[src/rtl/rf_op_sequencer.sv]
// Executes one register-file command at a time. An ALU op writes three cycles after accept and MOVI writes one cycle after accept.
// cmd_ready_o is high only in IDLE. Command fields are sampled on the accept edge and ignored while busy.
module rf_op_sequencer #(
    parameter  int W  = 16,
    parameter  int R  = 8,
    localparam int AW = $clog2(R)
) (
    input  logic          clk,
    input  logic          rst_n_i,
    input  logic          cmd_valid_i,
    output logic          cmd_ready_o,
    input  logic [1:0]    cmd_op_i,
    input  logic [AW-1:0] cmd_rd_i,
    input  logic [AW-1:0] cmd_rs0_i,
    input  logic [AW-1:0] cmd_rs1_i,
    input  logic [W-1:0]  cmd_imm_i,
    output logic [W-1:0]  rf_ra0_o,
    output logic [W-1:0]  rf_ra1_o,
    input  logic [W-1:0]  rf_rd0_i,
    input  logic [W-1:0]  rf_rd1_i,
    output logic          rf_wen_o,
    output logic [W-1:0]  rf_wa_o,
    output logic [W-1:0]  rf_wd_o,
    output logic          done_o,
    output logic [W-1:0]  result_o,
    output logic          zero_o
);

    typedef enum logic [1:0] {
        S_IDLE  = 2'd0,
        S_READ  = 2'd1,
        S_EXEC  = 2'd2,
        S_WRITE = 2'd3
    } state_t;

    localparam logic [1:0] OP_ADD  = 2'b00;
    localparam logic [1:0] OP_SUB  = 2'b01;
    localparam logic [1:0] OP_AND  = 2'b10;
    localparam logic [1:0] OP_MOVI = 2'b11;

    state_t        state_q, state_d;
    logic [1:0]    op_q, op_d;
    logic [AW-1:0] rd_q, rd_d;
    logic [AW-1:0] rs0_q, rs0_d;
    logic [AW-1:0] rs1_q, rs1_d;
    logic [W-1:0]  opa_q, opa_d;
    logic [W-1:0]  opb_q, opb_d;
    logic [W-1:0]  res_q, res_d;
    logic [W-1:0]  result_q, result_d;
    logic          accept;

    // Gating with rst_n_i keeps the port closed for the whole reset window.
    assign cmd_ready_o = (state_q == S_IDLE) & rst_n_i;
    assign accept      = cmd_valid_i & cmd_ready_o;

    assign rf_ra0_o = {{(W-AW){1'b0}}, rs0_q};
    assign rf_ra1_o = {{(W-AW){1'b0}}, rs1_q};
    assign rf_wa_o  = {{(W-AW){1'b0}}, rd_q};
    assign rf_wd_o  = res_q;
    assign result_o = result_q;
    assign zero_o   = (result_q == '0);

    always_ff @(posedge clk or negedge rst_n_i) begin
        if (!rst_n_i) begin
            state_q <= S_IDLE;
        end else begin
            state_q <= state_d;
        end
    end

    always_ff @(posedge clk or negedge rst_n_i) begin
        if (!rst_n_i) begin
            op_q     <= '0;
            rd_q     <= '0;
            rs0_q    <= '0;
            rs1_q    <= '0;
            opa_q    <= '0;
            opb_q    <= '0;
            res_q    <= '0;
            result_q <= '0;
        end else begin
            op_q     <= op_d;
            rd_q     <= rd_d;
            rs0_q    <= rs0_d;
            rs1_q    <= rs1_d;
            opa_q    <= opa_d;
            opb_q    <= opb_d;
            res_q    <= res_d;
            result_q <= result_d;
        end
    end

    always_comb begin
        state_d  = state_q;
        op_d     = op_q;
        rd_d     = rd_q;
        rs0_d    = rs0_q;
        rs1_d    = rs1_q;
        opa_d    = opa_q;
        opb_d    = opb_q;
        res_d    = res_q;
        result_d = result_q;
        rf_wen_o = 1'b0;
        done_o   = 1'b0;

        case (state_q)
            S_IDLE: begin
                if (accept) begin
                    op_d  = cmd_op_i;
                    rd_d  = cmd_rd_i;
                    rs0_d = cmd_rs0_i;
                    rs1_d = cmd_rs1_i;
                    if (cmd_op_i == OP_MOVI) begin
                        res_d   = cmd_imm_i;
                        state_d = S_WRITE;
                    end else begin
                        state_d = S_READ;
                    end
                end
            end
            S_READ: begin
                opa_d   = rf_rd0_i;
                opb_d   = rf_rd1_i;
                state_d = S_EXEC;
            end
            S_EXEC: begin
                case (op_q)
                    OP_ADD:  res_d = opa_q + opb_q;
                    OP_SUB:  res_d = opa_q - opb_q;
                    OP_AND:  res_d = opa_q & opb_q;
                    default: res_d = res_q;
                endcase
                state_d = S_WRITE;
            end
            S_WRITE: begin
                rf_wen_o = 1'b1;
                done_o   = 1'b1;
                result_d = res_q;
                state_d  = S_IDLE;
            end
            default: state_d = S_IDLE;
        endcase
    end

endmodule
[config.mk]
export PLATFORM = sky130hd
export DESIGN_NAME = rf_op_sequencer
export DESIGN_NICKNAME = d
export VERILOG_FILES = /design/src/rtl/rf_op_sequencer.sv
export SDC_FILE = /design/constraint.sdc
export NUM_CORES = 1
export LEC_CHECK = 0
export CORE_ASPECT_RATIO = 1.75
export CORE_MARGIN = 5
export CORE_UTILIZATION = 42
export CTS_CLUSTER_DIAMETER = 60
export DETAILED_ROUTE_END_ITERATION = 6
export DONT_BUFFER_PORTS = 1
export HOLD_SLACK_MARGIN = 0.02
export PLACE_DENSITY_LB_ADDON = 0.25
export SLEW_MARGIN = 20
export SYNTH_ARGS = -nofsm -noshare
export SYNTH_HDL_FRONTEND = slang
export SYNTH_SLANG_ARGS = --single-unit
[constraint.sdc]
create_clock -name clk -period 3.3 [get_ports clk]
set_input_delay 0.495 -clock clk [delete_from_list [all_inputs] [get_ports clk]]
set_output_delay 0.495 -clock clk [all_outputs]
set_load 0.05 [all_outputs]
Word level (Yosys, flattened, before mapping) --
Cells that the tools add are included.
Cells by class: $add $sub $neg 2, equal/unequal tests 9, bitwise logic cells 3, reduce and logical (&&, ||, !) cells 6, multiplexer cells 8
Operator list (count):
- $pmux W16 S3 | 1
- $mux W16 | 2
- $pmux W16 S2 | 1
- $add A16 B16 Y16 | 1
- $and A16 B16 Y16 | 1
- $logic_not A16 Y1 | 1
- $sub A16 B16 Y16 | 1
- $eq A2 B2 Y1 const B | 4
- $pmux W2 S4 | 1
- $eq A2 B1 Y1 const B | 2
- $logic_not A2 Y1 | 2
- $mux W2 | 2
- $ne A4 B4 Y1 const B | 1
- $reduce_and A4 Y1 | 1
- $and A1 B1 Y1 | 2
- $ne A2 B1 Y1 const B | 1
- $ne A2 B2 Y1 const B | 1
- $reduce_and A2 Y1 | 1
- $reduce_bool A2 Y1 | 1
- $mux W1 | 1
Word-level totals: word-level logic and storage cells 37, output and inout port bits 84, register bits 77

Logic depth before layout (Yosys ltp) --
Gate-level depths: netlist of the first run.
depth after elaboration 5, mapped depth 13, depth with buffers taken out 13

Worst setup path before layout of the first run --
OpenSTA, ideal clock, no wires.
kind register -> register, start point register opb_q[4], end point register res_q[14] (netlist: rf_wd_o[14]), cell stages (with the launch flop) 14, data required time 3.174 ns, setup slack 0.295 ns, arrival time 2.879 ns, cells stage by stage dfrtp_1 -> or4_4 -> nor4_4 -> nand2_1 -> nor2_1 -> nor2_1 -> xnor2_1 -> ha_1 -> a21o_1 -> a21o_1 -> a2bb2oi_1 -> o31ai_1 -> mux2i_1 -> a221o_1
On the way: longest elaborated chain between the ends 3, elaborated cells on any way between the ends 4, those cells by class 2 x add/sub; 2 x mux
Ends and longest elaborated chain:
- from (decl) | RTL line 47 | logic [W-1:0] opb_q, opb_d;
- from (signal assigned) | RTL line 87 | opb_q <= opb_d;
- $sub A16 B16 Y16 or $add A16 B16 Y16 (tied branches) | RTL line 129, 128
- $pmux W16 S3 (*) | RTL line 127 | case (op_q)
- $pmux W16 S2 (*) | RTL line 106 | case (state_q)
- to (signal assigned) | RTL line 88 | res_q <= res_d;
- to (decl) | RTL line 48 | logic [W-1:0] res_q, res_d;
Every way passes the cells marked *; elsewhere a longest branch is shown, timed or not. A chain may end at the register's enable or synchronous reset.

Worst setup path after layout of the first run --
Ends and elaborated chain as after synthesis.

==> results_dict.tcl, run 1 <==
set metrics [dict create \
    synth_enable_flop_cells 0 \
    area_growth_pct 7.71 \
    synth_area_leaders "sky130_fd_sc_hd__dfrtp_1 41%, sky130_fd_sc_hd__mux2_2 11%, sky130_fd_sc_hd__ha_1 6.7%" \
    synth_cells 467 \
    initial_antenna_violation_count 0 \
    finalMaxSlewViolations 0 \
    ys_dominant_reg_cell "sky130_fd_sc_hd__dfrtp_1" \
    finish.net_count 556 \
    post_cts_setup_buffer_count 0 \
    worst_path_cell_with_the_longest_stage_delay "sky130_fd_sc_hd__or4_4" \
    final-instance-count-excl-fill 605 \
    std_cell_rows 51 \
    full_die_area_um2 13500 \
    final_min_period_over_clock_period 0.940 \
    clock_skew_ns 0.00648 \
    crit_buf_inv 0 \
    cts_tree "done" \
    cts_max_path_buffers 2 \
    cts_sinks 77 \
    synth-warning-count 0 \
    maxSlewHeadroom 0.365 \
    synth-adder-area-share 0.0708 \
    critPathArrivalTime_ns 3.31 \
    final_area_um2 5070 \
    path_clk_slew_ns 0.06 \
    synth_compound_area_frac 0.148 \
    routedLengthMet1_mm 4.24 \
    syn_avg_cell_area_um2 10.1 \
    endpoint_class_of_the_critical_path "flop" \
    sum_of_net_half_perimeters_after_detailed_placement_mm 8.40 \
    ctsRootBufferMaster "sky130_fd_sc_hd__clkbuf_16" \
    drt-initial-drc-count 128 \
    crit_path_max_incr_delay_ns 0.55 \
    floorplan.io_pins 146 \
    drt_total_wl_mm 10.8 \
    critical_path.max_fanout 6 \
    grt_pass1_wl_mm 17.4 \
    total_length_of_routed_met3_wires_um 708 \
    post_dp_cell_area_um2 4710 \
    die-height_um 150 \
    netlist-cell-type-count 49 \
    met2_length_mm 5.61 \
    drt-wirelength-per-cell_um 17.8 \
    final_period_minus_worst_setup_slack_ns 3.10 \
    synth-simple-area-share 0.103 \
    synth.cell_area_um2 4700 \
    cp_cell_sequence "or4_4 -> nor4_4 -> nand2_1 -> nor2_1 -> nor2_1 -> xnor2_1 -> ha_2 -> a21o_1 -> a21o_1 -> a2bb2oi_1 -> o31ai_1 -> mux2i_1 -> a221o_1" \
    globalRoute.totalOverflow 0 \
    final_layout_size_suffix_gt1_frac 0.171 \
    unrepaired_setup_endpoints_after_global_routing "no" \
    timing_worst_slew_pin_value_ns 0.949 \
    crit_family "simple AND/OR/NAND/NOR gates" \
    cp_class "reg -> reg" \
    core_um2 11000 \
    worst_ep_required_time_ns 3.51 \
    mostFrequentLayoutCell "sky130_fd_sc_hd__dfrtp_1" \
    number_of_buffers_inserted_during_clock_tree_synthesis 9 \
    final.setup.tns_ns 0 \
    portbufs 0 \
    timing.final.hold_violations 0 \
    grt_max_degree 78 \
    vias_post_dr 3264 \
    top_signal_layer_used "met4" \
    insertedDiodeCount 0 \
    synth_xor_xnor_area_share 0.0444 \
    floorplan.die.width_um 90.0 \
    post-route-drc-count 0 \
    synth_top_family_by_area "compound AO/OA/AOI/OAI gates" \
    ys_ff_latch 77 \
    highest_clock_rate_mhz 322 \
    start_util 0.426 \
    detail_route.first_pass.iterations 4 \
    min_path_type "in -> async" \
    maxCapViolations 0 \
    final-setup-viol-count 0 \
    drt.antenna.violating_nets 0 \
    route.detailed.vias_per_inst 5.40 \
    placed_cells 588 \
    gr-usage-all-layers 0.160 \
    cts_htree_levels 3 \
    synthArstFlopShare 1.00 \
    mostFrequentLayoutCells "76 x sky130_fd_sc_hd__dfrtp_1, 45 x sky130_fd_sc_hd__mux2_2, 39 x sky130_fd_sc_hd__conb_1" \
    muxShareOfSynthArea 0.131 \
    setup.worst_path.start_class "flop" \
    status "complete, no violations" \
    clock_latency_ns 0.33 \
    synthDominantCellAreaShare 0.410 \
    first_global_vias 3388 \
    globalplace.congestion 0.970 \
    synth_seq_area_share 0.410 \
    synth_area_leader_cell "sky130_fd_sc_hd__dfrtp_1" \
]
==> sequential cells by signal, indices dropped and copies added (netlist names), 3 cells and up <==
signal	flops
result_o	16
rd_q	3
rf_wd_o	16
opb_q	16
rs0_q	3
rs1_q	3
opa_q	16
==> repair_timing <==
action / CTS / global route
gates resized for setup: 0 / 5
setup endpoints to repair: 0 / 3
hold buffers: 1 / 0
hold endpoints to repair: 77 / 0
==> Yosys cell counts, types with 9 or more instances <==
cell type                  number
sky130_fd_sc_hd__clkbuf_1      18
sky130_fd_sc_hd__mux2_2        45
sky130_fd_sc_hd__nor2_1        26
sky130_fd_sc_hd__nor3_1         9
sky130_fd_sc_hd__o21ai_0       22
sky130_fd_sc_hd__inv_1         17
sky130_fd_sc_hd__a21oi_1       28
sky130_fd_sc_hd__buf_4         40
sky130_fd_sc_hd__ha_1          25
sky130_fd_sc_hd__dfrtp_1       77
sky130_fd_sc_hd__nand2_1       36
sky130_fd_sc_hd__xnor2_1       17
sky130_fd_sc_hd__nand3_1       12
==> final timing paths <==
path / slack (ns) / from / cells past startpoint / end
min reg2reg: 0.54 / op_q[0] / 1 / op_q[0]
min: 0.06 / rst_n_i / 1 / opa_q[11]
max: 0.20 / opb_q[4] / 13 / rf_wd_o[14]
max in group asynchronous: 2.91 / rst_n_i / 1 / result_o[15]
min in group clk: 0.29 / rf_rd1_i[14] / 2 / opb_q[14]
max reg2reg: 0.20 / opb_q[4] / 13 / rf_wd_o[14]
==> per-layer routing <==
layer	GRT usage	up-vias
met5	0	-
met4	0.0589	0
met3	0.0468	13
met2	0.284	94
met1	0.182	1562
li1	-	1595
==> logic make-up after synthesis <==
group,Yosys count
xor+xnor,23
compound gates,108
buf+inv,75
simple gates,102
fa+ha+maj,26
mux,55
flops,77
other cells,1
==> final cells by class <==
class,count,area [um2]
Sequential cell,77,1930
Clock inverter,7,90.1
Multi-Input combinational cell,353,2500
Timing Repair Buffer,10,95.1
Tap cell,132,165
Clock buffer,9,225
Fill cell,1051,5970
Inverter,17,63.8
==> through the flow <==
step	worst slack, ns	utilization	hold WS (ns)
finish	0.198	0.459	0.0627
global route	0.00944	0.459	0.0936
CTS	0.170	0.458	0.0755
detailed placement	0.175	0.427	0.202
global placement	0.274	0.427	0.202
floorplan	0.295	-	0.199
Power of run 1 is left out: the tool's default activity adds up to more than one toggle a clock period on the data nets, which glitch-free logic cannot reach.
==> run 2: changes to the inputs <==
--- a/config.mk
+++ b/config.mk
@@ -11,6 +11,7 @@
 export CTS_CLUSTER_DIAMETER = 60
 export DETAILED_ROUTE_END_ITERATION = 6
 export DONT_BUFFER_PORTS = 1
+export GPL_ROUTABILITY_DRIVEN = 0
 export HOLD_SLACK_MARGIN = 0.02
 export PLACE_DENSITY_LB_ADDON = 0.25
 export SLEW_MARGIN = 20
==> results of run 2 <==
Final layout, timing and power as in run 1 (identical DEF).
Power of run 2 is left out for the same reason.
